[config.mk]
export PLATFORM = sky130hd
export DESIGN_NAME = mul_share_arbiter
export DESIGN_NICKNAME = d
export VERILOG_FILES = /design/src/rtl/mul_share_pkg.sv /design/src/rtl/mul_share_rr_arb.sv /design/src/rtl/mul_share_arbiter.sv
export SDC_FILE = /design/constraint.sdc
export NUM_CORES = 1
export LEC_CHECK = 0
export ABC_AREA = 1
export CELL_PAD_IN_SITES_DETAIL_PLACEMENT = 0
export CELL_PAD_IN_SITES_GLOBAL_PLACEMENT = 2
export CORE_MARGIN = 1.5
export CORE_UTILIZATION = 29
export CTS_CLUSTER_DIAMETER = 40
export CTS_CLUSTER_SIZE = 16
export DETAILED_ROUTE_END_ITERATION = 6
export PLACE_DENSITY_LB_ADDON = 0.1
export SKIP_CTS_REPAIR_TIMING = 1
export SYNTH_ARGS = -nofsm -noshare
export SYNTH_HDL_FRONTEND = slang
export SYNTH_SLANG_ARGS = --single-unit
[constraint.sdc]
create_clock -name clk -period 5.38 [get_ports clk]
set_input_delay 0.807 -clock clk [delete_from_list [all_inputs] [get_ports clk]]
set_output_delay 0.807 -clock clk [all_outputs]
set_load 0.02 [all_outputs]
[src/rtl/mul_share_pkg.sv]
// Shared types and helpers for the round-robin shared multiplier (mul_share_arbiter).
// Struct fields are sized for the largest supported build (32 requesters, 32-bit operands).
package mul_share_pkg;

  localparam int MAX_REQ   = 32;
  localparam int MAX_ID_W  = 5;
  localparam int MAX_RES_W = 64;

  typedef struct packed {
    logic                 valid;
    logic [MAX_ID_W-1:0]  id;
    logic [MAX_RES_W-1:0] result;
  } rsp_t;

  function automatic int result_width(input int in_w);
    return 2 * in_w;
  endfunction

  // Index after g in the rotating order, wrapping at n.
  function automatic int rr_next(input int g, input int n);
    return (g + 1 >= n) ? 0 : g + 1;
  endfunction

  // First set bit of req at or after ptr, wrapping modulo n; -1 when nothing is requested.
  function automatic int rr_pick(input logic [MAX_REQ-1:0] req, input int ptr, input int n);
    int pick;
    int idx;
    pick = -1;
    for (int i = 0; i < MAX_REQ; i++) begin
      idx = ptr + i;
      if (idx >= n) begin
        idx = idx - n;
      end
      if ((i < n) && (pick < 0) && req[idx]) begin
        pick = idx;
      end
    end
    return pick;
  endfunction

endpackage

[src/rtl/mul_share_rr_arb.sv]
// Round-robin grant with a rotating pointer; combinational grant, pointer moves past the winner.
// While stalled no grant is issued and the pointer holds.
module mul_share_rr_arb
  import mul_share_pkg::*;
#(
  parameter int NUM_REQ  = 4,
  parameter int ID_WIDTH = $clog2(NUM_REQ)
) (
  input  logic                clk,
  input  logic                reset_n,
  input  logic [NUM_REQ-1:0]  i_req,
  input  logic                i_stall,
  output logic [ID_WIDTH-1:0] o_gnt_idx,
  output logic                o_gnt_vld
);

  logic [ID_WIDTH-1:0] rr_ptr_q;
  logic [ID_WIDTH-1:0] rr_ptr_d;
  logic [MAX_REQ-1:0]  req_ext;
  int                  pick;

  always_comb begin
    req_ext              = '0;
    req_ext[NUM_REQ-1:0] = i_req;
    pick                 = rr_pick(req_ext, int'(rr_ptr_q), NUM_REQ);
    o_gnt_vld            = (pick >= 0) && !i_stall;
    o_gnt_idx            = (pick >= 0) ? ID_WIDTH'(pick) : '0;
    // A grant is always a handshake: the winner is by construction a valid requester.
    rr_ptr_d             = o_gnt_vld ? ID_WIDTH'(rr_next(pick, NUM_REQ)) : rr_ptr_q;
  end

  always_ff @(posedge clk or negedge reset_n) begin
    if (!reset_n) begin
      rr_ptr_q <= '0;
    end else begin
      rr_ptr_q <= rr_ptr_d;
    end
  end

endmodule

[src/rtl/mul_share_arbiter.sv]
// One registered multiplier shared round-robin by NUM_REQ requesters; accept-to-result latency 2.
// Output backpressure freezes both stages and withholds grants; MUL_SHARE_SIGNED_EN selects signed products.
module mul_share_arbiter
  import mul_share_pkg::*;
#(
  parameter int NUM_REQ       = 4,
  parameter int IN_DATA_WIDTH = 8,
  parameter int ID_WIDTH      = $clog2(NUM_REQ)
) (
  input  logic                                   clk,
  input  logic                                   reset_n,
  input  logic [NUM_REQ-1:0]                     i_req_valid,
  output logic [NUM_REQ-1:0]                     o_req_ready,
  input  logic [NUM_REQ*IN_DATA_WIDTH-1:0]       i_req_a,
  input  logic [NUM_REQ*IN_DATA_WIDTH-1:0]       i_req_b,
  output logic                                   o_rsp_valid,
  input  logic                                   i_rsp_ready,
  output logic [ID_WIDTH-1:0]                    o_rsp_id,
  output logic [result_width(IN_DATA_WIDTH)-1:0] o_rsp_result
);

  localparam int RES_W = result_width(IN_DATA_WIDTH);

  logic                     stall;
  logic [ID_WIDTH-1:0]      gnt_idx;
  logic                     gnt_vld;
  logic [IN_DATA_WIDTH-1:0] gnt_a;
  logic [IN_DATA_WIDTH-1:0] gnt_b;
  logic [RES_W-1:0]         product;

  logic                     v1_q, v1_d;
  logic [IN_DATA_WIDTH-1:0] a1_q, a1_d;
  logic [IN_DATA_WIDTH-1:0] b1_q, b1_d;
  logic [ID_WIDTH-1:0]      id1_q, id1_d;
  rsp_t                     rsp_q, rsp_d;
  logic                     unused_rsp_hi;

  assign stall = rsp_q.valid & ~i_rsp_ready;

  mul_share_rr_arb #(
    .NUM_REQ  (NUM_REQ),
    .ID_WIDTH (ID_WIDTH)
  ) u_arb (
    .clk       (clk),
    .reset_n   (reset_n),
    .i_req     (i_req_valid),
    .i_stall   (stall),
    .o_gnt_idx (gnt_idx),
    .o_gnt_vld (gnt_vld)
  );

  always_comb begin
    o_req_ready = '0;
    if (gnt_vld) begin
      o_req_ready[gnt_idx] = 1'b1;
    end
    gnt_a = i_req_a[int'(gnt_idx)*IN_DATA_WIDTH +: IN_DATA_WIDTH];
    gnt_b = i_req_b[int'(gnt_idx)*IN_DATA_WIDTH +: IN_DATA_WIDTH];
  end

`ifdef MUL_SHARE_SIGNED_EN
  logic signed [RES_W-1:0] a1_sx;
  logic signed [RES_W-1:0] b1_sx;

  // Sign-extend to full width first so the truncated product is the exact two's-complement result.
  always_comb begin
    a1_sx   = {{IN_DATA_WIDTH{a1_q[IN_DATA_WIDTH-1]}}, a1_q};
    b1_sx   = {{IN_DATA_WIDTH{b1_q[IN_DATA_WIDTH-1]}}, b1_q};
    product = a1_sx * b1_sx;
  end
`else
  always_comb begin
    product = RES_W'(a1_q) * RES_W'(b1_q);
  end
`endif

  // Operand and product data only load behind a valid, so bubbles cost no toggling.
  always_comb begin
    v1_d  = v1_q;
    a1_d  = a1_q;
    b1_d  = b1_q;
    id1_d = id1_q;
    rsp_d = rsp_q;
    if (!stall) begin
      v1_d        = gnt_vld;
      rsp_d.valid = v1_q;
      if (gnt_vld) begin
        a1_d  = gnt_a;
        b1_d  = gnt_b;
        id1_d = gnt_idx;
      end
      if (v1_q) begin
        rsp_d.id     = MAX_ID_W'(id1_q);
        rsp_d.result = MAX_RES_W'(product);
      end
    end
  end

  always_ff @(posedge clk or negedge reset_n) begin
    if (!reset_n) begin
      v1_q  <= 1'b0;
      a1_q  <= '0;
      b1_q  <= '0;
      id1_q <= '0;
      rsp_q <= '0;
    end else begin
      v1_q  <= v1_d;
      a1_q  <= a1_d;
      b1_q  <= b1_d;
      id1_q <= id1_d;
      rsp_q <= rsp_d;
    end
  end

  assign o_rsp_valid   = rsp_q.valid;
  assign o_rsp_id      = rsp_q.id[ID_WIDTH-1:0];
  assign o_rsp_result  = rsp_q.result[RES_W-1:0];
  assign unused_rsp_hi = ^{rsp_q.id >> ID_WIDTH, rsp_q.result >> RES_W};

endmodule
Word level (Yosys, flattened, before mapping)
Cells that the tools add are included.

storage, ports and cells
  bits in registers = 40
  bits of input ports = 71
  output and inout bits = 23
  word-level logic and storage cells = 70

cells by class
  add/sub/neg operators = 8
  multiply operators = 1
  order comparisons = 15
  shift-type cells = 2
  mux-type cells = 25
  bitwise gates (word level) = 3
  reductions and logical operators = 8

operators by type and width
  cell                                                                                  count
  32-bit 2-to-1 mux                                                                     8
  32-bit by 4-bit greater-or-equal comparator with 1-bit output, second input constant  4
  32-bit by 7-bit < comparator with 1-bit output, second input constant                 4
  32-bit by 1-bit < comparator with 1-bit output, second input constant                 3
  32-bit by 4-bit subtractor with 32-bit output, second input constant                  3
  32-bit by 6-bit variable part select with 8-bit output                                2
  32-bit by 2-bit adder with 32-bit output, second input constant                       1
  32-bit by 1-bit greater-or-equal comparator with 1-bit output, second input constant  1
  1-bit binary-select mux with 5-bit select                                             4
  8-bit by 8-bit multiplier with 16-bit output                                          1
  1-bit 2-to-1 mux                                                                      9
  2-bit by 2-bit adder with 3-bit output, second input constant                         2
  1-bit logical AND                                                                     5
  2-bit 2-to-1 mux                                                                      2
  4-bit 2-to-1 mux                                                                      1
  2-bit AND reduction                                                                   2
  2-bit by 3-bit subtractor with 4-bit output, second input constant                    1
  2-bit by 1-bit adder with 3-bit output, second input constant                         1
  2-bit by 3-bit greater-or-equal comparator with 1-bit output, second input constant   1
  2-bit by 3-bit < comparator with 1-bit output, second input constant                  1
  1-bit demux with 2-bit select                                                         1
  2-bit by 1-bit greater-or-equal comparator with 1-bit output, second input constant   1
  1-bit NOT                                                                             2
  1-bit bitwise AND                                                                     1
  1-bit logical NOT                                                                     1

Depth between registers and ports, before layout
  depth in word-level cells = 22
  mapped depth = 22
  depth with buffers taken out = 21

Cells and area by module
From an unflattened synthesis, not the netlist that was laid out.

unflattened totals
  cells, all modules = 672
  area, all modules = 4,869.7 µm²

by module, submodules not included
  module             times used  cells an instance  area an instance (µm²)  seq. area each (µm²)
  mul_share_arbiter  1           574                4,232.8                 950.9
  mul_share_rr_arb   1           98                 636.9                   50.0

Worst setup path after synthesis
No wires, ideal clock.

  path kind = reg-to-reg
  start = register a1_q[1]
  end = register rsp_q (netlist bit o_rsp_result[15])
  library setup time = 0.118 ns
  arrival time = 3.906 ns
  required time = 5.262 ns
  slack = 1.356 ns
  cell stages (with the launch flop) = 18
  path buffers = 1
  period minus slack after synthesis = 4.024 ns
  path through = dfrtp_1 -> clkbuf_1 -> nand2_1 -> inv_1 -> fa_1 -> fa_1 -> inv_1 -> fa_1 -> fa_1 -> inv_1 -> ha_1 -> a21oi_1 -> o21ai_0 -> nand4_1 -> o2111ai_1 -> or2_2 -> nand3_1 -> nand2_1

on the way
  longest elaborated chain between the ends = 1

ends and longest elaborated chain
  element                                       line                      text
  start, declared                               mul_share_arbiter.sv:32   logic [IN_DATA_WIDTH-1:0] a1_q, a1_d;
  start signal, assigned                        mul_share_arbiter.sv:102  a1_q <= '0;
  start signal, assigned                        mul_share_arbiter.sv:108  a1_q <= a1_d;
  8-bit by 8-bit multiplier with 16-bit output  mul_share_arbiter.sv:73   product = RES_W'(a1_q) * RES_W'(b1_q);
  end signal, assigned                          mul_share_arbiter.sv:111  rsp_q <= rsp_d;
  end, declared                                 mul_share_arbiter.sv:35   rsp_t rsp_q, rsp_d;

No other way between the ends.
A chain may end at the register's enable or synchronous reset.

Worst setup path after layout
  start = register u_arb.rr_ptr_q[0]
  end = output o_req_ready[1]

on the way
  longest elaborated chain between the ends = 22
  elaborated cells between the ends (all ways) = 46
  classes of those cells = add/sub: 7; order compare: 10; mux: 24; reduce/logical: 5

ends and longest elaborated chain
  element                                                                                                                                              line                                            text
  start, declared                                                                                                                                      mul_share_rr_arb.sv:17                          logic [ID_WIDTH-1:0] rr_ptr_q;
  start signal, assigned                                                                                                                               mul_share_rr_arb.sv:36                          rr_ptr_q <= rr_ptr_d;
  2-bit by 3-bit subtractor with 4-bit output or 2-bit by 3-bit greater-or-equal comparator with 1-bit output (tied branches)                          mul_share_pkg.sv:32, mul_share_pkg.sv:31
  32-bit 2-to-1 mux                                                                                                                                    mul_share_pkg.sv:31                             if (idx >= n) begin
  1-bit binary-select mux with 5-bit select                                                                                                            mul_share_pkg.sv:34                             if ((i < n) && (pick < 0) && req[idx]) begin
  1-bit 2-to-1 mux (not written as such) (2 in series)                                                                                                 mul_share_pkg.sv:34
  32-bit 2-to-1 mux                                                                                                                                    mul_share_pkg.sv:34
  32-bit by 1-bit < comparator with 1-bit output                                                                                                       mul_share_pkg.sv:34
  1-bit logical AND                                                                                                                                    mul_share_pkg.sv:34
  32-bit 2-to-1 mux                                                                                                                                    mul_share_pkg.sv:34
  (+5 left out)                                                                                                                                        n/a
  32-bit 2-to-1 mux (*)                                                                                                                                mul_share_pkg.sv:34
  32-bit by 1-bit greater-or-equal comparator with 1-bit output                                                                                        mul_share_rr_arb.sv:26, mul_share_rr_arb.sv:27
  2-bit 2-to-1 mux                                                                                                                                     mul_share_rr_arb.sv:27                          o_gnt_idx = (pick >= 0) ? ID_WIDTH'(pick) : '0;
  2-bit by 3-bit < comparator with 1-bit output (not written as such) or 2-bit by 1-bit greater-or-equal comparator with 1-bit output (tied branches)  mul_share_arbiter.sv:55                         o_req_ready[gnt_idx] = 1'b1;
  1-bit logical AND (not written as such)                                                                                                              mul_share_arbiter.sv:55
  1-bit 2-to-1 mux (not written as such)                                                                                                               mul_share_arbiter.sv:55
  1-bit demux with 2-bit select                                                                                                                        mul_share_arbiter.sv:55
  4-bit 2-to-1 mux (*)                                                                                                                                 mul_share_arbiter.sv:54                         if (gnt_vld) begin
  end, declared                                                                                                                                        mul_share_arbiter.sv:13                         output logic [NUM_REQ-1:0] o_req_ready,

Every way passes the cells marked *; elsewhere a longest branch is shown, timed or not. The select of a mux whose other input is x is not followed.

==> impl_metrics.yaml <==
outcome:
  run_status: "finished, final reports clean"
cts:
  cts_tree: "yes"
  ctsRootBufferMaster: "clkbuf_16"
  path_clk_slew_ns: 0.07
  cts_max_level: 2
  clock_path_buffers: 2
  worstSkewPairLatency_ns: 0.29
  numCtsBuffers: 5
  cts_num_sinks: 40
worst_hold_path:
  min_from: "v1_q"
  hold-path-endpoint: "o_rsp_valid"
  whs_path_depth: 2
  hold_path_class: "reg2reg"
critical_path:
  r2r_cells: 16
  worstSetupEndpointType: "output pin"
  worst_path_max_delay_cell: "clkdlybuf4s50_1"
  crit_path_start_kind: "register"
  worstPathArrival_ns: 3.53
  cp_cell_sequence: "inv_2 > ha_1 > inv_1 > nand3_1 > nand3_2 > nand4_1 > nand2_1 > nand2_2 > buf_4 > nand3_2 > buf_4 > nor3_1 > clkdlybuf4s50_1"
  crit_start: "u_arb.rr_ptr_q[0]"
  r2r_setup_slack_ns: 1.11
  cp_top_family: "buffers and inverters"
  cpPeakStageDelay_ns: 0.64
  cp.required_ns: 4.57
  crit_type: "reg2out"
  timing.rr.end: "o_rsp_result[13]"
  rr_startpoint: "b1_q[3]"
  crit_buf_inv: 5
  crit_fanout: 33
synth:
  synth_flop_cell: "dfrtp_1"
  seq_area_frac_synth: 0.203
  synth_async_sr_flop_share: 1.00
  synth_commonest_cells: "nand2_1 (237), inv_1 (157), ha_1 (49)"
  yosys-top-cells-area: "dfrtp_1 (20%), nand2_1 (18%), fa_1 (15%)"
  netlist.area_leader.share: 0.203
  netlist_area_mm2: 0.00494
  yosysWarnings: 0
  synth_nets: 873
  yosys.area.top_type: "dfrtp_1"
  synth_cell_types: 34
  synth_most_common_cell: "nand2_1"
  ys_ff_latch: 40
  synth_edf_count: 0
  synth.avg_cell_area_um2: 6.89
  syn_inst: 717
floorplanning:
  die-area_mm2: 0.0178
  io_pins: 94
  core-area_mm2: 0.0166
  rows: 47
  die_w_um: 133
  die_y_um: 133
  initial_core_util: 0.298
global_routing:
  grt_pass1_wl_mm: 21.6
  antenna_found_initial: 0
  grt_usage: 0.148
  grt.overflow.total: 0
  grt_max_degree: 41
  grt_pass1_vias: 4538
placement:
  gp_congestion: 0.825
  hpwl_mm: 9.94
  io_buffers: 93
  place_area_mm2: 0.00603
cells_and_area:
  final_area_mm2: 0.00619
  nets: 943
  syn2layout_area_growth_pct: 25.4
  drive_above_1_share: 0.0381
  fill_cells: 1771
  diodes: 0
timing:
  rsz0062_at_grt: "false"
  fin_tns_setup_ns: 0
  finalCriticalPeriod_ns: 4.33
  slew_viol_final: 0
  fin_crit_sh: 0.806
  worst_pin_slew_ns: 0.928
  finalSetupViolCount: 0
  hold_viol: 0
  max_slew_margin: 0.381
  skew_ns: 0.00861
  max_freq_ghz: 0.231
job:
  cap_violations: 0
drt:
  drcViolationCount: 0
  wl_mm: 12.3
  vias: 4434
  drtIter0Drc: 191
  firstDrtPassIters: 4
  vias_per_cell: 4.40
  post_drt_wl_per_cell_um: 12.2
  drtAntennaViolNets: 0
[worst max-delay path by stage]
stage               slack (ns)  depth (start not counted)               end
detailed placement        1.10                         14    o_req_ready[1]
global placement          1.16                         16  o_rsp_result[13]
floorplan                 1.36                         17  o_rsp_result[15]
global route              0.77                         13    o_req_ready[1]
finish                    1.05                         13    o_req_ready[1]
CTS                       0.97                         13    o_req_ready[1]
[cells in the final DEF, fill, tap and decap left out, drive strengths merged]
| master | n |
|---|---|
| nor4 | 2 |
| buf | 6 |
| nand2 | 238 |
| nand4 | 20 |
| nor2 | 15 |
| clkinvlp | 1 |
| fa | 36 |
| xor2 | 5 |
| nand3b | 17 |
| xnor2 | 3 |
| o2111ai | 1 |
| bufinv | 1 |
| nand2b | 1 |
| a31oi | 1 |
| or2 | 2 |
| o21ai | 18 |
| dfrtp | 40 |
| inv | 161 |
| a31o | 1 |
| clkbuf | 5 |
| nor3 | 4 |
| a21o | 2 |
| o21bai | 2 |
| nand3 | 53 |
| ha | 49 |
| clkinv | 1 |
| a21oi | 11 |
| clkdlybuf4s50 | 92 |
[per-layer routing]
layer / global-route usage / share of wire / up-vias
met3: 0.0160 / 0.036 / 10
met5: 0 / 0 / -
met4: 0.0338 / 0.013 / 0
li1: - / - / 2310
met2: 0.253 / 0.47 / 114
met1: 0.200 / 0.49 / 2000
[layout make-up]
type	instances	area, um^2	share of cell area
multi-input cells	481	3180	0.514
clock inverters	3	42.5	0.00687
clock buffers	5	125	0.0202
repair buffers	98	963	0.156
well taps	220	275	0.0444
flip-flops and latches	40	1000	0.162
inverters	161	604	0.0976
[state kept, by name, summed over array words and instances, names as in the netlist]
signal and cells:
a1_q 8, b1_q 8, id1_q 2, o_rsp_id 2, o_rsp_result 16, o_rsp_valid 1, u_arb.rr_ptr_q 2, v1_q 1
[through the flow]
stage          setup WS [ns]   util  cells  hold slack, ns
2_1_floorplan           1.36      -    717           0.431
3_3_place_gp            1.16  0.363   1000           0.448
3_5_place_dp            1.10  0.363   1000           0.455
4_1_cts                0.968  0.374   1008           0.470
5_1_grt                0.770  0.374   1008           0.505
6_report                1.05  0.374   1008           0.465
[worst register-to-register path, cell delays in order (launching register included)]
cell	delay (ns)
dfrtp_1	0.51
nand2_1	0.12
inv_1	0.06
fa_1	0.42
fa_1	0.55
inv_1	0.05
fa_1	0.47
fa_1	0.54
inv_1	0.04
ha_1	0.34
nand2_1	0.06
o21ai_0	0.44
a31o_2	0.27
nand3_1	0.09
nand2_1	0.07
nand2_1	0.04
a31oi_1	0.11
[kinds of logic (layout without fill, tap and decap cells)]
family / count (synthesis) / in the layout / synth area share
adder cells (fa/ha/maj): 85 / 85 / 0.270
buffers and inverters: 196 / 267 / 0.153
flip-flops: 40 / 40 / 0.203
AND/OR/NAND/NOR: 352 / 352 / 0.320
XOR/XNOR: 8 / 8 / 0.0142
AO/OA/AOI/OAI: 36 / 36 / 0.0403
Power is not shown: default switching activity piles up to over one toggle a cycle in this logic, so the estimate is an artifact.
